<file path="src/rtl/unified_memory_arbiter_if.sv">
// unified_memory_arbiter_if: fetch, load/store and memory-macro signals of the shared-memory arbiter
interface unified_memory_arbiter_if #(
  parameter int ADDR_WIDTH = 32
);
  logic                  if_req_i;
  logic [ADDR_WIDTH-1:0] if_addr_i;
  logic                  if_ack_o;
  logic [31:0]           if_rdata_o;
  logic                  d_req_i;
  logic                  d_we_i;
  logic [ADDR_WIDTH-1:0] d_addr_i;
  logic [31:0]           d_wdata_i;
  logic                  d_ack_o;
  logic [31:0]           d_rdata_o;
  logic                  d_err_o;
  logic                  mem_en_o;
  logic                  mem_we_o;
  logic [ADDR_WIDTH-1:0] mem_addr_o;
  logic [31:0]           mem_wdata_o;
  logic [31:0]           mem_rdata_i;
  logic                  busy_o;
  modport slave (
    input  if_req_i, if_addr_i, d_req_i, d_we_i, d_addr_i, d_wdata_i, mem_rdata_i,
    output if_ack_o, if_rdata_o, d_ack_o, d_rdata_o, d_err_o,
           mem_en_o, mem_we_o, mem_addr_o, mem_wdata_o, busy_o
  );
  modport master (
    output if_req_i, if_addr_i, d_req_i, d_we_i, d_addr_i, d_wdata_i, mem_rdata_i,
    input  if_ack_o, if_rdata_o, d_ack_o, d_rdata_o, d_err_o,
           mem_en_o, mem_we_o, mem_addr_o, mem_wdata_o, busy_o
  );
endinterface

</file>
<file path="src/rtl/unified_memory_arbiter.sv">
// unified_memory_arbiter: shares one fixed-latency single-port memory between fetch and load/store ports
module unified_memory_arbiter #(
  parameter int MEM_LATENCY     = 2,
  parameter int MAX_DATA_STREAK = 4,
  parameter int ADDR_WIDTH      = 32
) (
  input logic clk,
  input logic reset,
  unified_memory_arbiter_if.slave bus
);
  localparam int SW = $clog2(MAX_DATA_STREAK + 1);
  localparam logic [SW-1:0] STREAK_MAX = SW'(MAX_DATA_STREAK);
  typedef enum logic [1:0] {IDLE, ISSUE, WAIT, RESP} state_e;
  state_e                state_q, state_d;
  logic [3:0]            cnt_q, cnt_d;
  logic [SW-1:0]         streak_q, streak_d;
  logic                  own_d_q, own_d_d;
  logic                  we_q, we_d;
  logic                  err_q, err_d;
  logic [ADDR_WIDTH-1:0] addr_q, addr_d;
  logic [31:0]           wdata_q, wdata_d;
  logic [31:0]           if_rdata_q, if_rdata_d;
  logic [31:0]           d_rdata_q, d_rdata_d;
  logic                  pick_d;

  always_ff @(posedge clk) begin
    if (reset) begin
      state_q    <= IDLE;
      cnt_q      <= '0;
      streak_q   <= '0;
      own_d_q    <= 1'b0;
      we_q       <= 1'b0;
      err_q      <= 1'b0;
      addr_q     <= '0;
      wdata_q    <= '0;
      if_rdata_q <= '0;
      d_rdata_q  <= '0;
    end else begin
      state_q    <= state_d;
      cnt_q      <= cnt_d;
      streak_q   <= streak_d;
      own_d_q    <= own_d_d;
      we_q       <= we_d;
      err_q      <= err_d;
      addr_q     <= addr_d;
      wdata_q    <= wdata_d;
      if_rdata_q <= if_rdata_d;
      d_rdata_q  <= d_rdata_d;
    end
  end

  always_comb begin
    pick_d     = bus.d_req_i & (~bus.if_req_i | (streak_q != STREAK_MAX));
    state_d    = state_q;
    cnt_d      = cnt_q;
    streak_d   = streak_q;
    own_d_d    = own_d_q;
    we_d       = we_q;
    err_d      = err_q;
    addr_d     = addr_q;
    wdata_d    = wdata_q;
    if_rdata_d = if_rdata_q;
    d_rdata_d  = d_rdata_q;
    case (state_q)
      IDLE: if (bus.if_req_i | bus.d_req_i) begin
        own_d_d  = pick_d;
        we_d     = pick_d & bus.d_we_i;
        err_d    = pick_d & (bus.d_addr_i[1:0] != 2'b00);
        addr_d   = pick_d ? bus.d_addr_i : bus.if_addr_i;
        wdata_d  = bus.d_wdata_i;
        streak_d = (pick_d & bus.if_req_i) ? ((streak_q == STREAK_MAX) ? streak_q : streak_q + SW'(1)) : '0;
        state_d  = err_d ? RESP : ISSUE;
      end
      ISSUE: begin
        state_d = we_q ? RESP : WAIT;
        cnt_d   = 4'(MEM_LATENCY - 1);
      end
      WAIT: begin
        cnt_d = cnt_q - 4'd1;
        if (cnt_q == 4'd0) begin
          state_d    = RESP;
          if_rdata_d = own_d_q ? if_rdata_q : bus.mem_rdata_i;
          d_rdata_d  = own_d_q ? bus.mem_rdata_i : d_rdata_q;
        end
      end
      default: state_d = IDLE;
    endcase
  end

  always_comb begin
    bus.mem_en_o    = state_q == ISSUE;
    bus.mem_we_o    = (state_q == ISSUE) & we_q;
    bus.if_ack_o    = (state_q == RESP) & ~own_d_q;
    bus.d_ack_o     = (state_q == RESP) & own_d_q;
    bus.d_err_o     = (state_q == RESP) & own_d_q & err_q;
    bus.busy_o      = state_q != IDLE;
    bus.mem_addr_o  = addr_q;
    bus.mem_wdata_o = wdata_q;
    bus.if_rdata_o  = if_rdata_q;
    bus.d_rdata_o   = d_rdata_q;
  end
endmodule

</file>
<file path="src/flat_wrapper.sv">
// flat-port wrapper written by rule: the top's interface ports become plain ports
module unified_memory_arbiter_flat 
#(
  parameter int MEM_LATENCY     = 2,
  parameter int MAX_DATA_STREAK = 4,
  parameter int ADDR_WIDTH      = 32
)
  (clk, reset, bus_if_req_i, bus_if_addr_i, bus_d_req_i, bus_d_we_i, bus_d_addr_i, bus_d_wdata_i, bus_mem_rdata_i, bus_if_ack_o, bus_if_rdata_o, bus_d_ack_o, bus_d_rdata_o, bus_d_err_o, bus_mem_en_o, bus_mem_we_o, bus_mem_addr_o, bus_mem_wdata_o, bus_busy_o);
  unified_memory_arbiter_if #(.ADDR_WIDTH(ADDR_WIDTH)) bus_i ();
  input logic clk;
  input logic reset;
  input wire logic [$bits(bus_i.if_req_i)-1:0] bus_if_req_i;
  input wire logic [$bits(bus_i.if_addr_i)-1:0] bus_if_addr_i;
  input wire logic [$bits(bus_i.d_req_i)-1:0] bus_d_req_i;
  input wire logic [$bits(bus_i.d_we_i)-1:0] bus_d_we_i;
  input wire logic [$bits(bus_i.d_addr_i)-1:0] bus_d_addr_i;
  input wire logic [$bits(bus_i.d_wdata_i)-1:0] bus_d_wdata_i;
  input wire logic [$bits(bus_i.mem_rdata_i)-1:0] bus_mem_rdata_i;
  output wire logic [$bits(bus_i.if_ack_o)-1:0] bus_if_ack_o;
  output wire logic [$bits(bus_i.if_rdata_o)-1:0] bus_if_rdata_o;
  output wire logic [$bits(bus_i.d_ack_o)-1:0] bus_d_ack_o;
  output wire logic [$bits(bus_i.d_rdata_o)-1:0] bus_d_rdata_o;
  output wire logic [$bits(bus_i.d_err_o)-1:0] bus_d_err_o;
  output wire logic [$bits(bus_i.mem_en_o)-1:0] bus_mem_en_o;
  output wire logic [$bits(bus_i.mem_we_o)-1:0] bus_mem_we_o;
  output wire logic [$bits(bus_i.mem_addr_o)-1:0] bus_mem_addr_o;
  output wire logic [$bits(bus_i.mem_wdata_o)-1:0] bus_mem_wdata_o;
  output wire logic [$bits(bus_i.busy_o)-1:0] bus_busy_o;
  assign bus_i.if_req_i = bus_if_req_i;
  assign bus_i.if_addr_i = bus_if_addr_i;
  assign bus_i.d_req_i = bus_d_req_i;
  assign bus_i.d_we_i = bus_d_we_i;
  assign bus_i.d_addr_i = bus_d_addr_i;
  assign bus_i.d_wdata_i = bus_d_wdata_i;
  assign bus_i.mem_rdata_i = bus_mem_rdata_i;
  assign bus_if_ack_o = bus_i.if_ack_o;
  assign bus_if_rdata_o = bus_i.if_rdata_o;
  assign bus_d_ack_o = bus_i.d_ack_o;
  assign bus_d_rdata_o = bus_i.d_rdata_o;
  assign bus_d_err_o = bus_i.d_err_o;
  assign bus_mem_en_o = bus_i.mem_en_o;
  assign bus_mem_we_o = bus_i.mem_we_o;
  assign bus_mem_addr_o = bus_i.mem_addr_o;
  assign bus_mem_wdata_o = bus_i.mem_wdata_o;
  assign bus_busy_o = bus_i.busy_o;
  unified_memory_arbiter #(.MEM_LATENCY(MEM_LATENCY), .MAX_DATA_STREAK(MAX_DATA_STREAK), .ADDR_WIDTH(ADDR_WIDTH)) u_core (.clk(clk), .reset(reset), .bus(bus_i));
endmodule
</file>
<file path="config.mk">
export PLATFORM = sky130hd
export DESIGN_NAME = unified_memory_arbiter_flat
export DESIGN_NICKNAME = d
export VERILOG_FILES = /design/src/rtl/unified_memory_arbiter_if.sv /design/src/rtl/unified_memory_arbiter.sv /design/src/flat_wrapper.sv
export SDC_FILE = /design/constraint.sdc
export NUM_CORES = 1
export LEC_CHECK = 0
export CORE_ASPECT_RATIO = 1.25
export CORE_MARGIN = 10
export CORE_UTILIZATION = 35
export DETAILED_ROUTE_END_ITERATION = 8
export PLACE_DENSITY = 0.69
export SLEW_MARGIN = 0
export SYNTH_ARGS = -nofsm -noshare
export SYNTH_HDL_FRONTEND = slang
export SYNTH_SLANG_ARGS = --single-unit
</file>
<file path="constraint.sdc">
create_clock -name clk -period 4.7 [get_ports clk]
set_input_delay 0.94 -clock clk [delete_from_list [all_inputs] [get_ports clk]]
set_output_delay 0.94 -clock clk [all_outputs]
set_load 0.005 [all_outputs]
</file>
==> results of run 1 <==
## cell usage in the layout (no fill, tap or decap), types with 2 or more instances in the layout
| cell type | n |
|---|---|
| nor3_1 | 2 |
| inv_8 | 3 |
| o21ai_1 | 25 |
| nor3b_1 | 2 |
| and2_1 | 3 |
| nand2b_1 | 97 |
| clkinvlp_4 | 4 |
| nand3_1 | 35 |
| nand4b_1 | 2 |
| buf_4 | 6 |
| nor2_1 | 36 |
| and3b_1 | 2 |
| and3_1 | 2 |
| ha_1 | 9 |
| inv_6 | 5 |
| dfxtp_1 | 140 |
| inv_1 | 9 |
| nor2b_1 | 3 |
| mux2i_1 | 64 |
| nand3b_1 | 2 |
| o21ai_0 | 10 |
| a311oi_1 | 32 |
| clkdlybuf4s50_1 | 265 |
| a21oi_1 | 40 |
| clkbuf_16 | 17 |
| nand2_1 | 70 |
## power by group through the flow
stage / combinational, W / sequential, W / clock, W
floorplan: 0.000695 / 0.00163 / 0
global placement: 0.00146 / 0.00161 / 0
detailed placement: 0.00148 / 0.00162 / 0
CTS: 0.00148 / 0.00159 / 0.00136
global route: 0.00160 / 0.00163 / 0.00141
finish: 0.00146 / 0.00159 / 0.00132
## stage by stage
step	area, um^2	setup WS, ns	total power (W)
global placement	8710	1.556	0.003072
floorplan	6005	2.769	0.002322
CTS	9295	1.848	0.004437
finish	9295	1.874	0.004372
detailed placement	8710	1.493	0.003096
global route	9295	1.722	0.004639
## worst min-delay path by stage
| stage | to | depth (start not counted) |
|---|---|---|
| 3_5_place_dp | u_core.bus.mem_wdata_o[16] | 2 |
| 4_1_cts | u_core.bus.mem_wdata_o[30] | 2 |
| 3_3_place_gp | u_core.bus.mem_wdata_o[3] | 2 |
| 2_1_floorplan | u_core.we_q | 2 |
| 5_1_grt | u_core.bus.mem_wdata_o[18] | 2 |
| 6_report | u_core.bus.mem_wdata_o[31] | 2 |
## synth_stat cells, types with 9 or more instances
| cell | n | share of area (%) |
|---|---|---|
| a311oi_1 | 32 | 4.7 |
| mux2i_1 | 64 | 11 |
| nand3_1 | 35 | 2.9 |
| dfxtp_1 | 140 | 47 |
| nor2_1 | 36 | 2.3 |
| a21oi_1 | 40 | 3.3 |
| nand2b_1 | 97 | 10 |
| nand2_1 | 70 | 4.4 |
| o21ai_0 | 10 | 0.83 |
| clkbuf_1 | 21 | 1.3 |
| o21ai_1 | 25 | 2.1 |
| buf_2 | 23 | 1.9 |
| ha_1 | 9 | 1.9 |
| inv_1 | 9 | 0.56 |
## area by class of cell
class                   count  area share, %
multi-input cells         453          30.99
inverters                   9         0.3634
flip-flops and latches    140          30.15
repair buffers            272          29.24
clock inverters            14          1.575
well taps                 220          2.961
clock buffers              18          4.725
## worst max-delay path, delay by kind of cell (launching register included)
kind                     cells  cell delay, ns
buffers and inverters        3            0.73
flip-flops                   1            0.39
adder cells (fa/ha/maj)      1            0.36
## flip-flops by register name, summed over array words and instances, names as in the netlist
name / flops
u_core.state_q: 2
u_core.cnt_q: 4
u_core.own_d_q: 1
u_core.we_q: 1
u_core.bus.d_rdata_o: 32
u_core.err_q: 1
u_core.bus.mem_wdata_o: 32
u_core.streak_q: 3
u_core.bus.mem_addr_o: 32
u_core.bus.if_rdata_o: 32
## routing by layer
metal / vias up / track usage, %
met5: - / 0
met2: 183 / 25.91
met1: 2494 / 18.58
met3: 14 / 7.315
met4: 0 / 4.270
li1: 2741 / -
## kinds of logic after synthesis
kind of cell               after synthesis
and+or+nand+nor                        261
buffers and inverters                   66
DFF                                    140
muxes                                   65
adders and majority gates                9
AOI/OAI and AO/OA                      118
==> results.json, run 1 <==
{
  "area_growth_pct": 54.80,
  "comb_power_share_pct": 33.3,
  "yosysSeqAreaShare_pct": 46.68,
  "status": "finished, final reports clean",
  "synth_compound_area_share_pct": 12.59,
  "cp.arrival_ns": 1.89,
  "pin_count": 267,
  "power.leakage_nw": 3.535,
  "diodes": 0,
  "power_frac_clock_pct": 30.3,
  "hold_buffers": 0,
  "cts-root-buf": "clkbuf_16",
  "placedCellCount": 1094,
  "setup.worst_path.class": "register to output pin",
  "p_switching_w": 0.001362,
  "numPortBuffers": 266,
  "max_freq_mhz": 353.9,
  "wl_per_cell_um": 16.78,
  "cts_setup_buffers": 0,
  "fillers": 1577,
  "final_hold_viol_count": 0,
  "cpPeakStageDelay_ns": 0.53,
  "drt_wl_total_um": 18900,
  "synthSimpleGateAreaFrac_pct": 22.53,
  "vias": 5432,
  "cp-end-kind": "output pin",
  "cts_buffers": 17,
  "startpoint": "u_core.state_q[0]",
  "wl_met3_um": 1824,
  "final_core_util_pct": 55.18,
  "wl_met1_um": 7928,
  "coreArea_um2": 16840,
  "setup_viol": 0,
  "max_cap_viol_count": 0,
  "slowest_stage": "clkdlybuf4s50_1",
  "insertion_delay_ns": 0.41,
  "dr.pass1.iters": 7,
  "seqCellArea_um2": 2803,
  "synth_edf_count": 0,
  "antenna_left": 0,
  "start_kind": "register",
  "synth_top_family_by_area": "simple AND/OR/NAND/NOR gates",
  "yosysWarnings": 0,
  "syn_avg_cell_area_um2": 9.112,
  "yosys.area_share.adder_pct": 1.875,
  "dr_wl_met2_um": 8917,
  "nNetsFinal": 1035,
  "worstHoldStart": "u_core.bus.mem_wdata_o[31]",
  "cts_sinks": 140,
  "grt_pass1_vias": 5293,
  "detail_route.iter0.violations": 340,
  "row_count": 53,
  "finalSetupTns_ns": 0,
  "instances_no_fill": 1126,
  "timing.reg2reg.setup_slack_ns": 2.43,
  "rsz0062_at_grt": "false",
  "switching_share_pct": 31.16,
  "grt.total_usage_pct": 16.01,
  "synthMuxAreaShare_pct": 10.86,
  "cts_tree": "built",
  "synthCells": 659,
  "gp_congestion": 0.7925,
  "die_x_um": 137.2,
  "yosys_register_bits": 140,
  "reg2reg_from": "u_core.state_q[0]",
  "hpwl_um": 13640,
  "min_path_type": "register to register",
  "cp-endpoint": "bus_busy_o",
  "antenna_found_initial": 0,
  "htreeDepth": 4,
  "intPower_w": 0.003009,
  "fin_hold_ws_ns": 0.4519,
  "fin_crit_ns": 2.826,
  "synthArstFlopShare_pct": 0,
  "drv_slew": 0,
  "synth_cell_types": 42,
  "grt_pass1_wl_um": 29290,
  "routed.top_layer": "met4",
  "path_clk_slew_ns": 0.06,
  "multiInputGateArea_um2": 2880,
  "min_period_over_period_pct": 60.12,
  "drc": 0,
  "synth_ff_type": "dfxtp_1",
  "clockBufferDepth": 2,
  "power.density_nw_per_um2": 470.3,
  "die_y_um": 166.4,
  "grt_max_degree": 111,
  "slew_headroom_pct": 31.02,
  "syn-cell-area_um2": 6005,
  "peakVddDrop_uv": 302.6,
  "syn_nets": 801,
  "die_area_um2": 22830,
  "detail_route.vias_per_cell": 4.824,
  "synthXorXnorAreaFrac_pct": 0,
  "initial_core_util_pct": 35.65,
  "grt_overflow": 0,
  "r2r.worst_path.cells": 5,
  "critPathRequiredTime_ns": 3.76,
  "drive_above_1_share_pct": 4.967,
  "crit_chain": "inv_1 -> ha_1 -> inv_1 -> clkdlybuf4s50_1",
  "ctsResizeCount": 0,
  "power_frac_seq_pct": 36.4,
  "critPathMaxFanout": 10,
  "tightest_slew_ns": 1.035,
  "worst_clock_skew_ns": 0.01372,
  "r2r_end": "u_core.bus.mem_addr_o[14]",
  "path_common_cell": "inv_1"
}
Power figures use the tool's default switching activity.
==> inputs of run 2 (changes only) <==
Clock period 4.7 ns to 2.75 ns, I/O delays scaled along.
==> run 2 against run 1 <==
Effect of this change: sequential power increased by 71%; utilization rose by 0.91 points; clock-buffer cell count increased by 5.
==> results.json, run 2 (synthesis results as in run 1) <==
{
  "setup_viol": 0,
  "max_cap_viol_count": 0,
  "initial_core_util_pct": 35.65,
  "coreArea_um2": 16840,
  "start_kind": "register",
  "cp-end-kind": "output pin",
  "row_count": 53,
  "grt_max_degree": 81,
  "htreeDepth": 4,
  "min_path_type": "register to register",
  "vias": 5454,
  "drc": 0,
  "cts_tree": "built",
  "power.density_nw_per_um2": 809.9,
  "finalSetupTns_ns": 0,
  "peakVddDrop_uv": 528.2,
  "final_cell_mix": "265 x clkdlybuf4s50_1, 140 x dfxtp_1, 97 x nand2b_1",
  "crit_family": "buffers and inverters",
  "cts-root-buf": "clkbuf_16",
  "critPathRequiredTime_ns": 2.20,
  "die_y_um": 166.4,
  "tightest_slew_ns": 0.7055,
  "pin_count": 267,
  "hold_buffers": 0,
  "seqCellArea_um2": 2803,
  "cp_num_buf_inv": 3,
  "critPathMaxFanout": 10,
  "die_x_um": 137.2,
  "path_clk_slew_ns": 0.06,
  "ctsResizeCount": 0,
  "hpwl_um": 14210,
  "total_power_w": 0.007653,
  "multiInputGateArea_um2": 2880,
  "rsz0062_at_grt": "false",
  "gp_congestion": 0.7887,
  "antenna_found_initial": 1,
  "fillers": 1569,
  "clockBufferDepth": 2,
  "nNetsFinal": 1046,
  "status": "finished, final reports clean",
  "insertion_delay_ns": 0.40,
  "fin_crit_ns": 2.431,
  "min_period_over_period_pct": 88.39,
  "drive_above_1_share_pct": 5.671,
  "setup.worst_path.class": "register to output pin",
  "grt_overflow": 0,
  "grt_pass1_wl_um": 29340,
  "detail_route.vias_per_cell": 4.793,
  "antenna_left": 0,
  "grt.total_usage_pct": 16.01,
  "cpPeakStageDelay_ns": 0.53,
  "detail_route.iter0.violations": 249,
  "power.leakage_nw": 3.620,
  "placed_area_um2": 8842,
  "crit_chain": "inv_1 -> ha_1 -> inv_1 -> clkdlybuf4s50_1",
  "dr.pass1.iters": 4,
  "slew_headroom_pct": 52.97,
  "cp.arrival_ns": 1.88,
  "final_area_um2": 9449,
  "grt_pass1_vias": 5316,
  "numPortBuffers": 266,
  "path_common_cell": "inv_1",
  "drv_slew": 0,
  "cts_setup_buffers": 0,
  "wl_per_cell_um": 16.74,
  "final_common_cell": "clkdlybuf4s50_1",
  "slowest_stage": "clkdlybuf4s50_1",
  "max_freq_mhz": 411.4,
  "cts_buffers": 17,
  "cts_sinks": 140,
  "die_area_um2": 22830,
  "final_hold_viol_count": 0,
  "worst_clock_skew_ns": 0.007885,
  "area_growth_pct": 57.37,
  "drt_wl_total_um": 19050
}
## run 2: cell type report
type	count	area share (%)
Timing Repair Buffer	283	30.16
Sequential cell	140	29.66
Multi-Input combinational cell	453	30.48
Antenna cell	1	0.02648
Clock buffer	23	4.952
Tap cell	220	2.913
Clock inverter	9	1.443
Inverter	9	0.3575
## run 2: path summary, 6_finish.rpt
check,start,endpoint,slack (ns),depth (start not counted)
setup / recovery,u_core.state_q[0],bus_busy_o,0.32,4
hold / removal,u_core.bus.mem_wdata_o[17],u_core.bus.mem_wdata_o[17],0.45,2
setup reg to reg,u_core.state_q[0],u_core.bus.mem_addr_o[25],0.74,6
hold reg to reg,u_core.bus.mem_wdata_o[17],u_core.bus.mem_wdata_o[17],0.45,2
## run 2: tightest hold or removal path, cell delays in order (launching register included)
cell and delay, ns:
dfxtp_1 0.31, nand2_1 0.05, a21oi_1 0.05
## run 2: layer usage
layer / global-route usage [%] / part of all wire, % / routed length [um] / vias up
met5: 0 / 0 / 0 / -
met4: 5.785 / 1.2 / 227 / 0
met3: 6.713 / 9.7 / 1856 / 10
met2: 25.95 / 48 / 9194 / 190
met1: 18.31 / 41 / 7775 / 2497
li1: - / - / - / 2757
## run 2: power by group
| group | switching, W | internal, W | leakage, nW | total (W) |
|---|---|---|---|---|
| clock | 0.000856 | 0.00148 | 0.288 | 0.00234 |
| sequential | 0.000243 | 0.00248 | 1.14 | 0.00272 |
| combinational | 0.00115 | 0.00145 | 2.19 | 0.00260 |
| total | 0.00225 | 0.00541 | 3.62 | 0.00765 |
## run 2: per-stage QoR
step	cells	utilization [%]	hold slack (ns)	setup WS [ns]
6_report	1138	56.10	0.4526	0.3193
5_1_grt	1138	56.10	0.4690	0.1847
4_1_cts	1137	56.08	0.4538	0.2770
3_5_place_dp	1105	52.50	0.4457	0.3642
3_3_place_gp	1105	52.50	0.4412	0.4608
2_1_floorplan	659	-	0.4411	1.206
